## src/rtl/mips_pipe_pkg.sv

```systemverilog
// rtl/mips_pipe_pkg.sv - shared widths, ID/EX payload layout and skid-stage state encoding
package mips_pipe_pkg;

  localparam int DATA_W  = 32;
  localparam int REG_W   = 5;
  localparam int ALUOP_W = 3;
  localparam int FUNCT_W = 6;

  typedef struct packed {
    logic [ALUOP_W-1:0] alu_op;
    logic               reg_write;
    logic [DATA_W-1:0]  data1;
    logic [DATA_W-1:0]  data2;
    logic [REG_W-1:0]   rd;
    logic [FUNCT_W-1:0] funct;
  } idex_payload_t;

  typedef enum logic [1:0] {
    EMPTY = 2'd0,
    ONE   = 2'd1,
    FULL  = 2'd2
  } idex_state_t;

endpackage

```

## src/rtl/idex_payload_reg.sv

```systemverilog
// rtl/idex_payload_reg.sv - load-enabled payload register, cleared by reset
module idex_payload_reg #(
  parameter int W = 8
) (
  input  logic         clk,
  input  logic         rst,
  input  logic         load,
  input  logic [W-1:0] d,
  output logic [W-1:0] q
);

  always_ff @(posedge clk or posedge rst) begin
    if (rst) begin
      q <= '0;
    end else if (load) begin
      q <= d;
    end
  end

endmodule

```

## src/rtl/idex_skid_stage.sv

```systemverilog
// rtl/idex_skid_stage.sv - ID/EX stage with valid/ready handshake, 2-entry skid buffer and flush
// Optional IDEX_SKID_PERF_EN adds saturating stall_cnt/flush_cnt outputs.
module idex_skid_stage #(
  parameter int DATA_W  = mips_pipe_pkg::DATA_W,
  parameter int REG_W   = mips_pipe_pkg::REG_W,
  parameter int ALUOP_W = mips_pipe_pkg::ALUOP_W,
  parameter int FUNCT_W = mips_pipe_pkg::FUNCT_W
) (
  input  logic               clk,
  input  logic               rst,
  input  logic               flush,
  input  logic               in_valid,
  output logic               in_ready,
  input  logic [ALUOP_W-1:0] in_alu_op,
  input  logic               in_reg_write,
  input  logic [DATA_W-1:0]  in_data1,
  input  logic [DATA_W-1:0]  in_data2,
  input  logic [REG_W-1:0]   in_rd,
  input  logic [FUNCT_W-1:0] in_funct,
  output logic               out_valid,
  input  logic               out_ready,
  output logic [ALUOP_W-1:0] out_alu_op,
  output logic               out_reg_write,
  output logic [DATA_W-1:0]  out_data1,
  output logic [DATA_W-1:0]  out_data2,
  output logic [REG_W-1:0]   out_rd,
  output logic [FUNCT_W-1:0] out_funct
`ifdef IDEX_SKID_PERF_EN
  ,
  output logic [15:0]        stall_cnt,
  output logic [15:0]        flush_cnt
`endif
);

  import mips_pipe_pkg::*;

  localparam int PW = ALUOP_W + 1 + 2 * DATA_W + REG_W + FUNCT_W;

  idex_state_t   state, state_nxt;
  logic          accept, pop;
  logic          load_main, load_skid, main_from_skid;
  logic [PW-1:0] in_pl, main_d, main_q, skid_q;
  logic          main_reg_write;

  assign in_pl     = {in_alu_op, in_reg_write, in_data1, in_data2, in_rd, in_funct};
  assign out_valid = (state != EMPTY);
  assign accept    = in_valid & in_ready;
  assign pop       = out_valid & out_ready;

  always_comb begin
    state_nxt      = state;
    load_main      = 1'b0;
    load_skid      = 1'b0;
    main_from_skid = 1'b0;
    if (flush) begin
      state_nxt = EMPTY;
    end else begin
      case (state)
        EMPTY: begin
          if (accept) begin
            state_nxt = ONE;
            load_main = 1'b1;
          end
        end
        ONE: begin
          if (accept && !pop) begin
            state_nxt = FULL;
            load_skid = 1'b1;
          end else if (accept && pop) begin
            load_main = 1'b1;
          end else if (pop) begin
            state_nxt = EMPTY;
          end
        end
        FULL: begin
          // in_ready is low here, so only a pop can happen
          if (pop) begin
            state_nxt      = ONE;
            load_main      = 1'b1;
            main_from_skid = 1'b1;
          end
        end
        default: state_nxt = EMPTY;
      endcase
    end
  end

  // in_ready comes straight from a flop so EX back-pressure never reaches ID combinationally
  always_ff @(posedge clk or posedge rst) begin
    if (rst) begin
      state    <= EMPTY;
      in_ready <= 1'b1;
    end else begin
      state    <= state_nxt;
      in_ready <= (state_nxt != FULL);
    end
  end

  assign main_d = main_from_skid ? skid_q : in_pl;

  idex_payload_reg #(.W(PW)) u_main (
    .clk  (clk),
    .rst  (rst),
    .load (load_main),
    .d    (main_d),
    .q    (main_q)
  );

  idex_payload_reg #(.W(PW)) u_skid (
    .clk  (clk),
    .rst  (rst),
    .load (load_skid),
    .d    (in_pl),
    .q    (skid_q)
  );

  assign {out_alu_op, main_reg_write, out_data1, out_data2, out_rd, out_funct} = main_q;
  assign out_reg_write = main_reg_write & out_valid;

`ifdef IDEX_SKID_PERF_EN
  always_ff @(posedge clk or posedge rst) begin
    if (rst) begin
      stall_cnt <= '0;
      flush_cnt <= '0;
    end else begin
      if (out_valid && !out_ready && stall_cnt != 16'hFFFF) begin
        stall_cnt <= stall_cnt + 16'd1;
      end
      if (flush && flush_cnt != 16'hFFFF) begin
        flush_cnt <= flush_cnt + 16'd1;
      end
    end
  end
`endif

endmodule
```

## config.mk

```make
export PLATFORM = sky130hd
export DESIGN_NAME = idex_skid_stage
export DESIGN_NICKNAME = d
export VERILOG_FILES = /design/src/rtl/mips_pipe_pkg.sv /design/src/rtl/idex_payload_reg.sv /design/src/rtl/idex_skid_stage.sv
export SDC_FILE = /design/constraint.sdc
export NUM_CORES = 1
export LEC_CHECK = 0
export BUFFER_PORTS_ARGS = -buffer_cell sky130_fd_sc_hd__buf_2
export CAP_MARGIN = 20
export CORE_MARGIN = 1.5
export CORE_UTILIZATION = 40
export CTS_CLUSTER_SIZE = 10
export DETAILED_ROUTE_END_ITERATION = 7
export HOLD_SLACK_MARGIN = 0.08
export PLACE_DENSITY = 0.59
export SYNTH_ARGS = -nofsm -noshare
export SYNTH_HDL_FRONTEND = slang
export SYNTH_SLANG_ARGS = --single-unit
```

## constraint.sdc

```tcl
create_clock -name clk -period 10.7 [get_ports clk]
set_clock_uncertainty 0.05 [all_clocks]
set_input_delay 2.14 -clock clk [delete_from_list [all_inputs] [get_ports clk]]
set_output_delay 2.14 -clock clk [all_outputs]
set_load 0.01 [all_outputs]
```

# Word-level counts from Yosys, hierarchy flattened
# Index checks and enable logic that the tools add are counted.
[classes]
n_eq_ne = 3
muxes = 19
bitwise = 3
n_reduce_logical = 5
[ops]
columns = ["operator", "count"]
rows = [
  ["$mux 79", 1],
  ["$mux 2", 6],
  ["$mux 1", 10],
  ["$pmux 2 s3", 1],
  ["$and 1x1->1", 3],
  ["$pmux 1 s3", 1],
  ["$eq 2x1->1 const B", 1],
  ["$eq 2x2->1 const B", 1],
  ["$logic_and 1x1->1", 2],
  ["$logic_not 2->1", 1],
  ["$ne 2x2->1 const B", 1],
  ["$reduce_bool 2->1", 1],
  ["$logic_not 1->1", 1],
]
[word_totals]
register_bits = 161
inputBits = 84
out_inout_bits = 81
word_cells = 34

# Depth between registers and ports, before layout
# Gate-level depths: netlist (run 1).
[depth]
word_depth = 8
depth_mapped = 7
mapped_depth_nobuf = 4

# Modules after synthesis
# A second synthesis (run 1) with hierarchy kept.
[unflattened]
cells_unflattened = 443
hier_area_um2 = 7130.6
[modules_own_cells]
columns = ["mod", "instances", "cells_each", "area_each_um2", "seq_area_each_um2"]
rows = [
  ["idex_payload_reg", 2, 168, 2971.6, 1976.9],
  ["idex_skid_stage", 1, 107, 1187.4, 76.3],
]

# Least setup slack after synthesis (run 1)
# Ideal clock, no wire load.
[synth_timing]
path_kind = "input to register"
startpoint = "input in_valid"
endpoint = "register u_skid.q[51]"
setup_time_ns = 0.127
arrival_ns = 3.153
t_required_ns = 10.523
slack_ns = 7.369
path_stages = 5
n_path_buf = 2
path_cell_list = "nand4b_1 > nor3_4 > buf_4 > buf_6 > mux2_1"
[synth_via]
elab_chain_len = 5
[synth_lines]
columns = ["item", "line_no", "rtl"]
rows = [
  ["start, declared", "idex_skid_stage.sv:12", "input logic in_valid,"],
  ["$and 1x1->1", "idex_skid_stage.sv:47", "assign accept = in_valid & in_ready;"],
  ["$logic_and 1x1->1", "idex_skid_stage.sv:66", "if (accept && !pop) begin"],
  ["$mux 1", "idex_skid_stage.sv:66", ""],
  ["$mux 1", "idex_skid_stage.sv:58", "case (state)"],
  ["$mux 1", "idex_skid_stage.sv:55", "if (flush) begin"],
  ["end signal, assigned", "idex_payload_reg.sv:14", "q <= '0;"],
  ["end signal, assigned", "idex_payload_reg.sv:16", "q <= d;"],
  ["end, declared", "idex_payload_reg.sv:9", "output logic [W-1:0] q"],
]
# No other way between the ends.
# A chain may end at the register's enable or synchronous reset.

# Final worst setup path (run 1)
[layout_timing]
startpoint = "input out_ready"
endpoint = "register u_main.q[0]"
[layout_via]
elab_chain_len = 6
word_cells_on_any_way = 12
classes_between = "mux: 8; bitwise: 1; reduce/logical: 3"
[layout_lines]
columns = ["item", "line_no", "rtl"]
rows = [
  ["start, declared", "idex_skid_stage.sv:21", "input logic out_ready,"],
  ["$and 1x1->1 (*)", "idex_skid_stage.sv:48", "assign pop = out_valid & out_ready;"],
  ["$logic_and 1x1->1 / $logic_not 1->1 (equally long branches)", "idex_skid_stage.sv:69, idex_skid_stage.sv:66", ""],
  ["$mux 1 / $logic_and 1x1->1 (equally long branches)", "idex_skid_stage.sv:69, idex_skid_stage.sv:66", ""],
  ["$mux 1", "idex_skid_stage.sv:66", ""],
  ["$pmux 1 s3", "idex_skid_stage.sv:58", ""],
  ["$mux 1", "idex_skid_stage.sv:55", ""],
  ["end signal, assigned", "idex_payload_reg.sv:14", ""],
  ["end signal, assigned", "idex_payload_reg.sv:16", ""],
  ["end, declared", "idex_payload_reg.sv:9", ""],
]
# Mark *: on every way between the ends. The rest lies on a longest branch, timed or not.

==> metrics.md, run 1 <==
| Metric | Value |
|---|---|
| Initial core utilization | `0.4080` |
| Clock Latency Late Sink | `0.42 ns` |
| Initial antenna violation count | `0` |
| Die H | `approximately 140 um` |
| Synthesized flop and latch total | `roughly 160` |
| CORE AREA | `18020 sq um` |
| Most common cell after layout, fill and taps aside | `buf_2` |
| Post-Synth XOR/XNOR Area | `0` |
| Hold Path Class | `register to register` |
| Syn-to-layout area delta | `13.92%` |
| Clock Sinks | `161` |
| Cell area after synthesis | `7353 sq um` |
| # rows | `49` |
| Synth Area in Adders | `0` |
| # port buffers | `~160` |
| Final net count | `770` |
| Die area | `19210 sq um` |
| Final Core Density | `0.4647` |
| Sequential element share of the synthesized area | `0.5481` |
| Filler instances | `1707` |
| Routed WL | `14700 um` |
| Status | `complete, no violations` |
| Syn Area/Cell | `12.11 sq um` |
| Number of DRC markers in iteration 0 | `between 150 and 200` |
| Net Count, Synth | `691` |
| Post-cts resize count | `0` |
| Vias in the first global route | `slightly below 5000` |
| Die X | `roughly 140 um` |
| Max cap viols | `0` |
| Peak VDD IR | `0.0001054 V` |
| Kind of critical path | `input port to register` |
| Synthesized instance count | `607` |
| Number of setup violations in the final report | `0` |
| Crit path DAT | `4.40 ns` |
| Sum of negative setup slack | `0 ns` |
| Max FO, Critical Path | `96` |
| TritonCTS clock tree | `done` |
| Measured slew at the worst slew-check pin | `0.9202 ns` |
| Vias per cell | `4.921` |
| Synth area leaders | `dfrtp_1 (54%), mux2i_1 (11%), mux2_2 (11%)` |
| GRT Util Overall | `0.1612` |
| Post-CTS setup repair buffer count | `0` |
| Critical Path Start Type | `input port` |
| Largest net degree at the start of global routing | `97` |
| # DRC | `0` |
| Synth top area share | `0.5445` |
| Leak pwr | `0.003608 uW` |
| RSZ-0062 raised after global routing | `no` |
| Clk slew on worst S/H paths | `0.06 ns` |
| Via count | `4567` |
| Slew HR | `0.3865` |
| Max Fclk | `243.1 MHz` |
| Clock buffer depth | `2` |
| Final period utilization | `0.3844` |
| Most common flop cell mapped by yosys | `dfrtp_1` |
| Antenna diodes | `0` |
| Setup crit end kind | `register` |
| Fraction of registers with async set/reset | `1.000` |
| Root Buffer | `clkbuf_16` |
| DRT Pass-1 Iters | `4` |
| Compound-Gate Fraction of Synth Area | `0.05853` |
| Fraction of layout cells with a size suffix above 1 | `0.3977` |
| Minimum clock period | `around 4.1 ns` |
| GPL Wtd Cong | `0.7405` |
| WL per Instance | `between 15 and 20 um` |
| Pwr Density | `roughly 210 nW/um^2` |
| Post-synthesis cell type count | `27` |
| Simple-Gate Fraction of Synth Area | `0.05394` |
| Most frequent cells in the layout | `buf_2 (164), dfrtp_1 (160), nor2_1 (80), mux2i_1 (79), a21oi_1 (79)` |
| Post-CTS Hold Buffers | `0` |
| Io pins | `approximately 170` |
| Cell taking the most area after synthesis | `dfrtp_1` |
| Post-synth EDFFs | `0` |
| Antenna viol nets, final | `0` |
| Warning count from the yosys run | `0` |
| Cts bufs inserted | `17` |
| Total global routing overflow | `0` |
| Max Transition Viols Final | `0` |
| Largest family of logic cells by synthesized area | `multiplexers` |
| Worst EP required | `10.98 ns` |
| First-pass GRT wire length | `24560 um` |
| H-tree depth | `4` |
| Fin. Hold Viols | `0` |
| DPL Wire Length | `9522 um` |
| Mux cell area share after synthesis | `0.2285` |
-- routing by layer --
layer  wire, um  up-vias  track usage
met5          0        -            0
met4        298        0      0.06704
li1           -     2157            -
met1       6318     2291       0.1996
met2       7434      102       0.2715
met3        650       17      0.03798
-- cell families after synthesis --
kind of cell | count (synthesis)
buf+inv | 114
mux | 158
compound gates | 83
flops | 161
simple gates | 91
-- synthesized netlist by cell type, types with 2 or more instances --
library cell    n
inv_1           2
nor2_1         80
buf_2          16
mux2_1         10
nand4b_1        2
dfrtp_1       160
buf_6           2
a21oi_1        79
mux2i_1        79
clkbuf_1        2
mux2_2         69
buf_4          91
-- worst max-delay path: stages --
cell and delay [ns]:
buf_2 0.15, nand4b_1 0.20, a31oi_4 0.19, buf_4 0.53, buf_4 0.84, nor2_1 0.12, a21oi_1 0.17
-- final timing paths --
check	end	slack, ns	depth (start not counted)	from
worst max-delay path	u_main.q[0]$_DFFE_PP0P_	6.59	7	out_ready
worst min-delay path	u_skid.q[54]$_DFFE_PP0P_	0.44	1	u_skid.q[54]$_DFFE_PP0P_
worst max register to register	u_main.q[0]$_DFFE_PP0P_	7.91	6	state[0]$_DFF_PP0_
worst min register to register	u_skid.q[54]$_DFFE_PP0P_	0.44	1	u_skid.q[54]$_DFFE_PP0P_
max in group asynchronous	u_skid.q[21]$_DFFE_PP0P_	7.55	4	rst
min in group asynchronous	u_main.q[71]$_DFFE_PP0P_	1.81	2	rst
-- registers in the layout, summed over array words and instances, names as in the netlist --
signal / flops
in_ready: 1
state: 2
u_main.q: 79
u_skid.q: 79
-- per-stage QoR --
step           hold slack [ns]  worst slack [ns]  instances  area [sq um]  power (uW)
2_1_floorplan           0.4079             4.163        607          7353        1111
3_3_place_gp            0.4179             6.276        894          7717        1139
3_5_place_dp            0.4295             6.185        894          7717        1163
4_1_cts                 0.4436             6.593        926          8329        1799
5_1_grt                 0.4682             6.394        928          8377        1869
6_report                0.4418             6.587        928          8377        1773
-- power breakdown --
part	switching (uW)	internal (uW)	leakage [uW]	total [uW]
sequential	79.6	760	0.00187	840
combinational	151	157	0.00144	308
clock	245	381	0.000297	626
total	475	1300	0.00361	1770
-- layout make-up --
cell class	instances	area, sq um	share of cell area
repair buffers	172	913.4	0.1090
inverters	2	12.51	0.001494
well taps	229	286.5	0.03420
flip-flops and latches	161	4030	0.4811
clock inverters	12	155.1	0.01852
multi-input cells	332	2522	0.3011
clock buffers	20	456.7	0.05452
No activity file was read; power rests on OpenSTA's default activity.
==> run 2: changes to the inputs <==
- clock period: 10.7 -> 4.1 ns (I/O delays scaled with it)
==> metrics.md, run 2 (synthesized netlist as in run 1, its figures left out) <==
| Metric | Value |
|---|---|
| Met1 Wirelength | `6085 um (was 6318 um)` |
| Number of DRC markers in iteration 0 | `139 (was 173)` |
| Hold Startpoint | `u_skid.q[58]$_DFFE_PP0P_ (was u_skid.q[54]$_DFFE_PP0P_)` |
| DRT Pass-1 Iters | `4 (unchanged)` |
| Most common cell after layout, fill and taps aside | `buf_2 (unchanged)` |
| Post-CTS setup repair buffer count | `0 (unchanged)` |
| # rows | `49 (unchanged)` |
| Total global routing overflow | `0 (unchanged)` |
| # port buffers | `164 (unchanged)` |
| Number of setup violations in the final report | `0 (unchanged)` |
| Design area | `8262 sq um (was 8377 sq um)` |
| Peak VDD IR | `0.0002832 V (was 0.0001054 V)` |
| Fraction of layout cells with a size suffix above 1 | `0.3957 (was 0.3977)` |
| Final period utilization | `0.5833` |
| Clk slew on worst S/H paths | `0.06 ns (about the same)` |
| Slew HR | `0.3928 (was 0.3865)` |
| Max Transition Viols Final | `0 (unchanged)` |
| Max cap viols | `0 (unchanged)` |
| Clock buffer depth | `2 (unchanged)` |
| RSZ-0062 raised after global routing | `no (unchanged)` |
| Antenna diodes | `0 (unchanged)` |
| Worst EP required | `3.23 ns (was 10.98 ns)` |
| Initial core utilization | `0.4080 (unchanged)` |
| Met2 Routed Length | `7347 um (was 7434 um)` |
| Crit. Startpoint | `state[0]$_DFF_PP0_ (was out_ready)` |
| Io pins | `165 (unchanged)` |
| Hold Path Class | `register to register (unchanged)` |
| R2r startpoint | `state[0]$_DFF_PP0_ (unchanged)` |
| Die area | `19210 sq um (unchanged)` |
| Final worst slack | `1.708 ns (was 6.587 ns)` |
| Critical Path Start Type | `register (was input port)` |
| Post-cts resize count | `0 (unchanged)` |
| Clock Latency Late Sink | `0.42 ns (about the same)` |
| First-pass GRT wire length | `23870 um (was 24560 um)` |
| Measured slew at the worst slew-check pin | `0.9108 ns (was 0.9202 ns)` |
| Die H | `138.6 um (unchanged)` |
| Routed WL | `14340 um (was 14700 um)` |
| Pwr Density | `531.6 nW/um^2 (was 211.6 nW/um^2)` |
| Die X | `138.6 um (unchanged)` |
| Crit path DAT | `1.52 ns (was 4.40 ns)` |
| TritonCTS clock tree | `done (unchanged)` |
| Root Buffer | `clkbuf_16 (unchanged)` |
| Hold_ws | `0.4364 ns (was 0.4418 ns)` |
| Most frequent cells in the layout | `buf_2 (164), dfrtp_1 (160), nor2_1 (80), mux2i_1 (79), a21oi_1 (79) (unchanged)` |
| Final net count | `768 (was 770)` |
| GRT Util Overall | `0.1555 (was 0.1612)` |
| Antenna viol nets, final | `0 (unchanged)` |
| Cell Area, Placed | `7741 sq um (was 7717 sq um)` |
| Max Fclk | `418.1 MHz` |
| Sum of negative setup slack | `0 ns (unchanged)` |
| Cts bufs inserted | `17 (unchanged)` |
| Largest net degree at the start of global routing | `162 (was 97)` |
| Fin. Hold Viols | `0 (unchanged)` |
| Minimum clock period | `around 2.4 ns` |
| Max layer used | `met4 (unchanged)` |
| GPL Wtd Cong | `0.7083 (was 0.7405)` |
| Status | `complete, no violations (unchanged)` |
| Leak pwr | `0.003542 uW (was 0.003608 uW)` |
| WL per Instance | `15.52 um (was 15.84 um)` |
| Clock Sinks | `161 (unchanged)` |
| Vias per cell | `4.870 (was 4.921)` |
| Vias in the first global route | `4847 (was 4857)` |
| Worst slack, placed | `1.507 ns (was 6.185 ns)` |
| CORE AREA | `18020 sq um (unchanged)` |
| Syn-to-layout area delta | `12.35% (was 13.92%)` |
| Via count | `4500 (was 4567)` |
| DPL Wire Length | `9242 um (was 9522 um)` |
| Initial antenna violation count | `0 (unchanged)` |
| Top flop regs | `u_main.q x79, u_skid.q x79, state x2 (unchanged)` |
| Met3 WL | `668 um (was 650 um)` |
| Setup crit end kind | `output port (was register)` |
| Max FO, Critical Path | `7 (was 96)` |
| H-tree depth | `4 (unchanged)` |
| Post-CTS Hold Buffers | `0 (unchanged)` |
| # DRC | `0 (unchanged)` |
| Kind of critical path | `register to output port (was input port to register)` |
run 2: final cells by class:
| cell class | instances | area (sq um) |
|---|---|---|
| well taps | 229 | 286.5 |
| multi-input cells | 332 | 2522 |
| clock inverters | 11 | 67.56 |
| inverters | 2 | 11.26 |
| flip-flops and latches | 161 | 4030 |
| fillers | 1678 | 9763 |
| clock buffers | 19 | 452.9 |
| repair buffers | 170 | 890.9 |
run 2: final timing paths:
| path | depth (start not counted) | slack (ns) | end |
|---|---|---|---|
| max in group asynchronous | 3 | 2.72 | u_main.q[8]$_DFFE_PP0P_ |
| max | 3 | 1.71 | out_reg_write |
| min in group asynchronous | 3 | 0.57 | u_skid.q[16]$_DFFE_PP0P_ |
| min | 1 | 0.44 | u_skid.q[58]$_DFFE_PP0P_ |
| min reg2reg | 1 | 0.44 | u_skid.q[58]$_DFFE_PP0P_ |
| max reg2reg | 5 | 1.87 | u_main.q[59]$_DFFE_PP0P_ |
run 2: worst max-delay path, stage by stage, from the launching register on:
cell and delay [ns]:
dfrtp_1 0.43, or2_2 0.36, and2_1 0.18, buf_2 0.14
run 2: where the power goes:
part | leakage [uW] | total [uW] | switching, uW | internal [uW]
sequential | 0.00187 | 2190 | 206 | 1980
combinational | 0.00142 | 795 | 386 | 409
clock | 0.000248 | 1410 | 617 | 790
total | 0.00354 | 4390 | 1210 | 3180
run 2: metrics by stage:
step,utilization,instances,total power [uW]
final,0.4584,924,4392
after global routing,0.4584,924,4647
after CTS,0.4584,924,4461
after detailed placement,0.4295,894,3033
after global placement,0.4295,894,2975
after floorplan,-,607,2899
run 2: routing by layer:
metal | track usage | vias up
met3 | 0.03833 | 14
met5 | 0 | -
met4 | 0.05983 | 0
li1 | - | 2162
met1 | 0.1812 | 2214
met2 | 0.2760 | 110
==> run 3: changes to the inputs <==
- PLACE_DENSITY: 0.59 -> 0.61
- clock period: 4.1 -> 2 ns (I/O delays scaled with it)
==> metrics.md, run 3 (synthesized netlist as in run 1, its figures left out) <==
| Metric | Value |
|---|---|
| Status | `complete, no violations (unchanged)` |
| Top flop regs | `u_main.q x79, u_skid.q x79, state x2 (unchanged)` |
| Antenna diodes | `0 (unchanged)` |
| Design area | `8449 sq um (was 8262 sq um)` |
| Initial antenna violation count | `0 (unchanged)` |
| Initial core utilization | `0.4080 (unchanged)` |
| GPL Wtd Cong | `0.7032 (was 0.7083)` |
| WL per Instance | `15.02 um (was 15.52 um)` |
| Fraction of layout cells with a size suffix above 1 | `0.3983 (was 0.3957)` |
| Antenna viol nets, final | `0 (unchanged)` |
| Crit path DAT | `1.49 ns (was 1.52 ns)` |
| Max FO, Critical Path | `7 (unchanged)` |
| Leak pwr | `0.003613 uW (was 0.003542 uW)` |
| Pwr Density | `1093 nW/um^2 (was 531.6 nW/um^2)` |
| DRT Pass-1 Iters | `4 (unchanged)` |
| Vias in the first global route | `4684 (was 4847)` |
| Largest net degree at the start of global routing | `89 (was 162)` |
| Cts bufs inserted | `17 (unchanged)` |
| Minimum clock period | `1.941 ns` |
| Total chip power | `9231 uW (was 4392 uW)` |
| DPL Wire Length | `9491 um (was 9242 um)` |
| Final Core Density | `0.4688 (was 0.4584)` |
| Crit path max-delay family | `simple AND/OR/NAND/NOR gates (unchanged)` |
| Measured slew at the worst slew-check pin | `0.3697 ns (was 0.9108 ns)` |
| GRT Util Overall | `0.1523 (was 0.1555)` |
| H-tree depth | `4 (unchanged)` |
| # port buffers | `164 (unchanged)` |
| Clock buffer depth | `2 (unchanged)` |
| Number of setup violations in the final report | `0 (unchanged)` |
| Filler instances | `1691 (was 1678)` |
| Clock Sinks | `161 (unchanged)` |
| # DRC | `0 (unchanged)` |
| Slowest stage delay, CP | `0.44 ns (was 0.43 ns)` |
| Final net count | `774 (was 768)` |
| Syn-to-layout area delta | `14.91% (was 12.35%)` |
| RSZ-0062 raised after global routing | `no (unchanged)` |
| Die X | `138.6 um (unchanged)` |
| TritonCTS clock tree | `done (unchanged)` |
| Final Non-Filler Cells | `932 (was 924)` |
| CORE AREA | `18020 sq um (unchanged)` |
| Slew HR | `0.7535 (was 0.3928)` |
| Critical Path Start Type | `register (unchanged)` |
| Number of DRC markers in iteration 0 | `126 (was 139)` |
| Routed WL | `14000 um (was 14340 um)` |
| Fin. Hold Viols | `0 (unchanged)` |
| Peak VDD IR | `0.0005737 V (was 0.0002832 V)` |
| Kind of critical path | `register to output port (unchanged)` |
| Max Transition Viols Final | `0 (unchanged)` |
| First-pass GRT wire length | `23520 um (was 23870 um)` |
| Io pins | `165 (unchanged)` |
| Root Buffer | `clkbuf_16 (unchanged)` |
| Vias per cell | `4.834 (was 4.870)` |
| CP Cell Sequence | `or2_2 -> and2_1 -> buf_2 (unchanged)` |
| Hold Path Class | `input port to register (was register to register)` |
| Max Fclk | `515.2 MHz` |
| Clk slew on worst S/H paths | `0.06 ns (about the same)` |
| Multi-input logic area | `2522 sq um (unchanged)` |
| Placed insts | `899 (was 894)` |
| Cell Area, Placed | `7866 sq um (was 7741 sq um)` |
| Clock Latency Late Sink | `0.41 ns (was 0.42 ns)` |
| Crit path buf inv count | `1 (unchanged)` |
| Via count | `4505 (was 4500)` |
| Critical-path top delay cell | `dfrtp_2 (was dfrtp_1)` |
| Setup crit end kind | `output port (unchanged)` |
| Worst EP required | `1.55 ns (was 3.23 ns)` |
| Most frequent cells in the layout | `buf_2 (164), dfrtp_1 (158), nor2_1 (80), mux2i_1 (79), a21oi_1 (79) (was buf_2 (164), dfrtp_1 (160), nor2_1 (80), mux2i_1 (79), a21oi_1 (79))` |
| # rows | `49 (unchanged)` |
| Seq. cell area | `4033 sq um (was 4030 sq um)` |
| Post-CTS setup repair buffer count | `0 (unchanged)` |
| Die H | `138.6 um (unchanged)` |
| Total global routing overflow | `0 (unchanged)` |
| Max cap viols | `0 (unchanged)` |
| Die area | `19210 sq um (unchanged)` |
| Final period utilization | `0.9705` |
| Most common cell after layout, fill and taps aside | `buf_2 (unchanged)` |
run 3: cell types whose count changed in the layout (fill, tap and decap cells not counted), sizes merged:
cell and delta:
buf +5, bufinv +1, clkbuf +6, clkinv -4
clkinvlp -2, dlygate4sd3 +1, inv +1
run 3: layout make-up:
type / count / share of cell area
Inverter: 2 / 0.001333
Multi-Input combinational cell: 332 / 0.2985
Sequential cell: 161 / 0.4773
Tap cell: 229 / 0.03391
Timing Repair Buffer: 176 / 0.1214
Clock inverter: 7 / 0.008885
Clock buffer: 25 / 0.05864
run 3: what timing repair did:
action	CTS	global route
hold buffers	1	0
endpoints found under the hold margin	8	0
endpoints found under the setup margin	0	1
resized for setup	0	2
run 3: metrics by stage:
| stage | hold WS (ns) | setup WS [ns] | TNS [ns] |
|---|---|---|---|
| after detailed placement | 0.3279 | 0.1267 | 0 |
| after floorplan | 0.4079 | -0.4920 | -78.72 |
| after global placement | 0.3220 | 0.1898 | 0 |
| final | 0.1683 | 0.05898 | 0 |
| after global routing | 0.1523 | 0.00009159 | 0 |
| after CTS | 0.1437 | 0.01157 | 0 |
run 3: path summary, 6_finish.rpt:
path | start | to | slack, ns | cells past startpoint
max in group asynchronous | rst | u_skid.q[10]$_DFFE_PP0P_ | 0.81 | 4
hold reg to reg | u_skid.q[51]$_DFFE_PP0P_ | u_skid.q[51]$_DFFE_PP0P_ | 0.44 | 1
hold / removal | in_data1[10] | u_skid.q[53]$_DFFE_PP0P_ | 0.17 | 2
min in group asynchronous | rst | u_main.q[49]$_DFFE_PP0P_ | 0.44 | 3
setup reg to reg | in_ready$_DFF_PP1_ | u_skid.q[48]$_DFFE_PP0P_ | 0.12 | 4
setup / recovery | state[0]$_DFF_PP0_ | out_reg_write | 0.06 | 3
run 3: power by group:
part | internal [uW] | leakage (uW) | total [uW] | switching (uW)
sequential | 4070 | 0.00187 | 4480 | 410
combinational | 855 | 0.00147 | 1650 | 792
clock | 1850 | 0.000270 | 3110 | 1260
run 3: per-layer routing:
metal / vias to the layer above / wire [um] / global-route usage
met1: 2214 / 6303 / 0.1942
met4: 0 / 200 / 0.05042
met2: 103 / 6825 / 0.2495
met5: - / 0 / 0
li1: 2173 / - / -
met3: 15 / 668 / 0.04454
run 3: worst register-to-register path: cells and delay by family (launching register included):
family	cells	cell delay (ns)
AND/OR/NAND/NOR	2	0.45
flip-flops	1	0.57
buffers and inverters	1	0.28
multiplexers	1	0.40
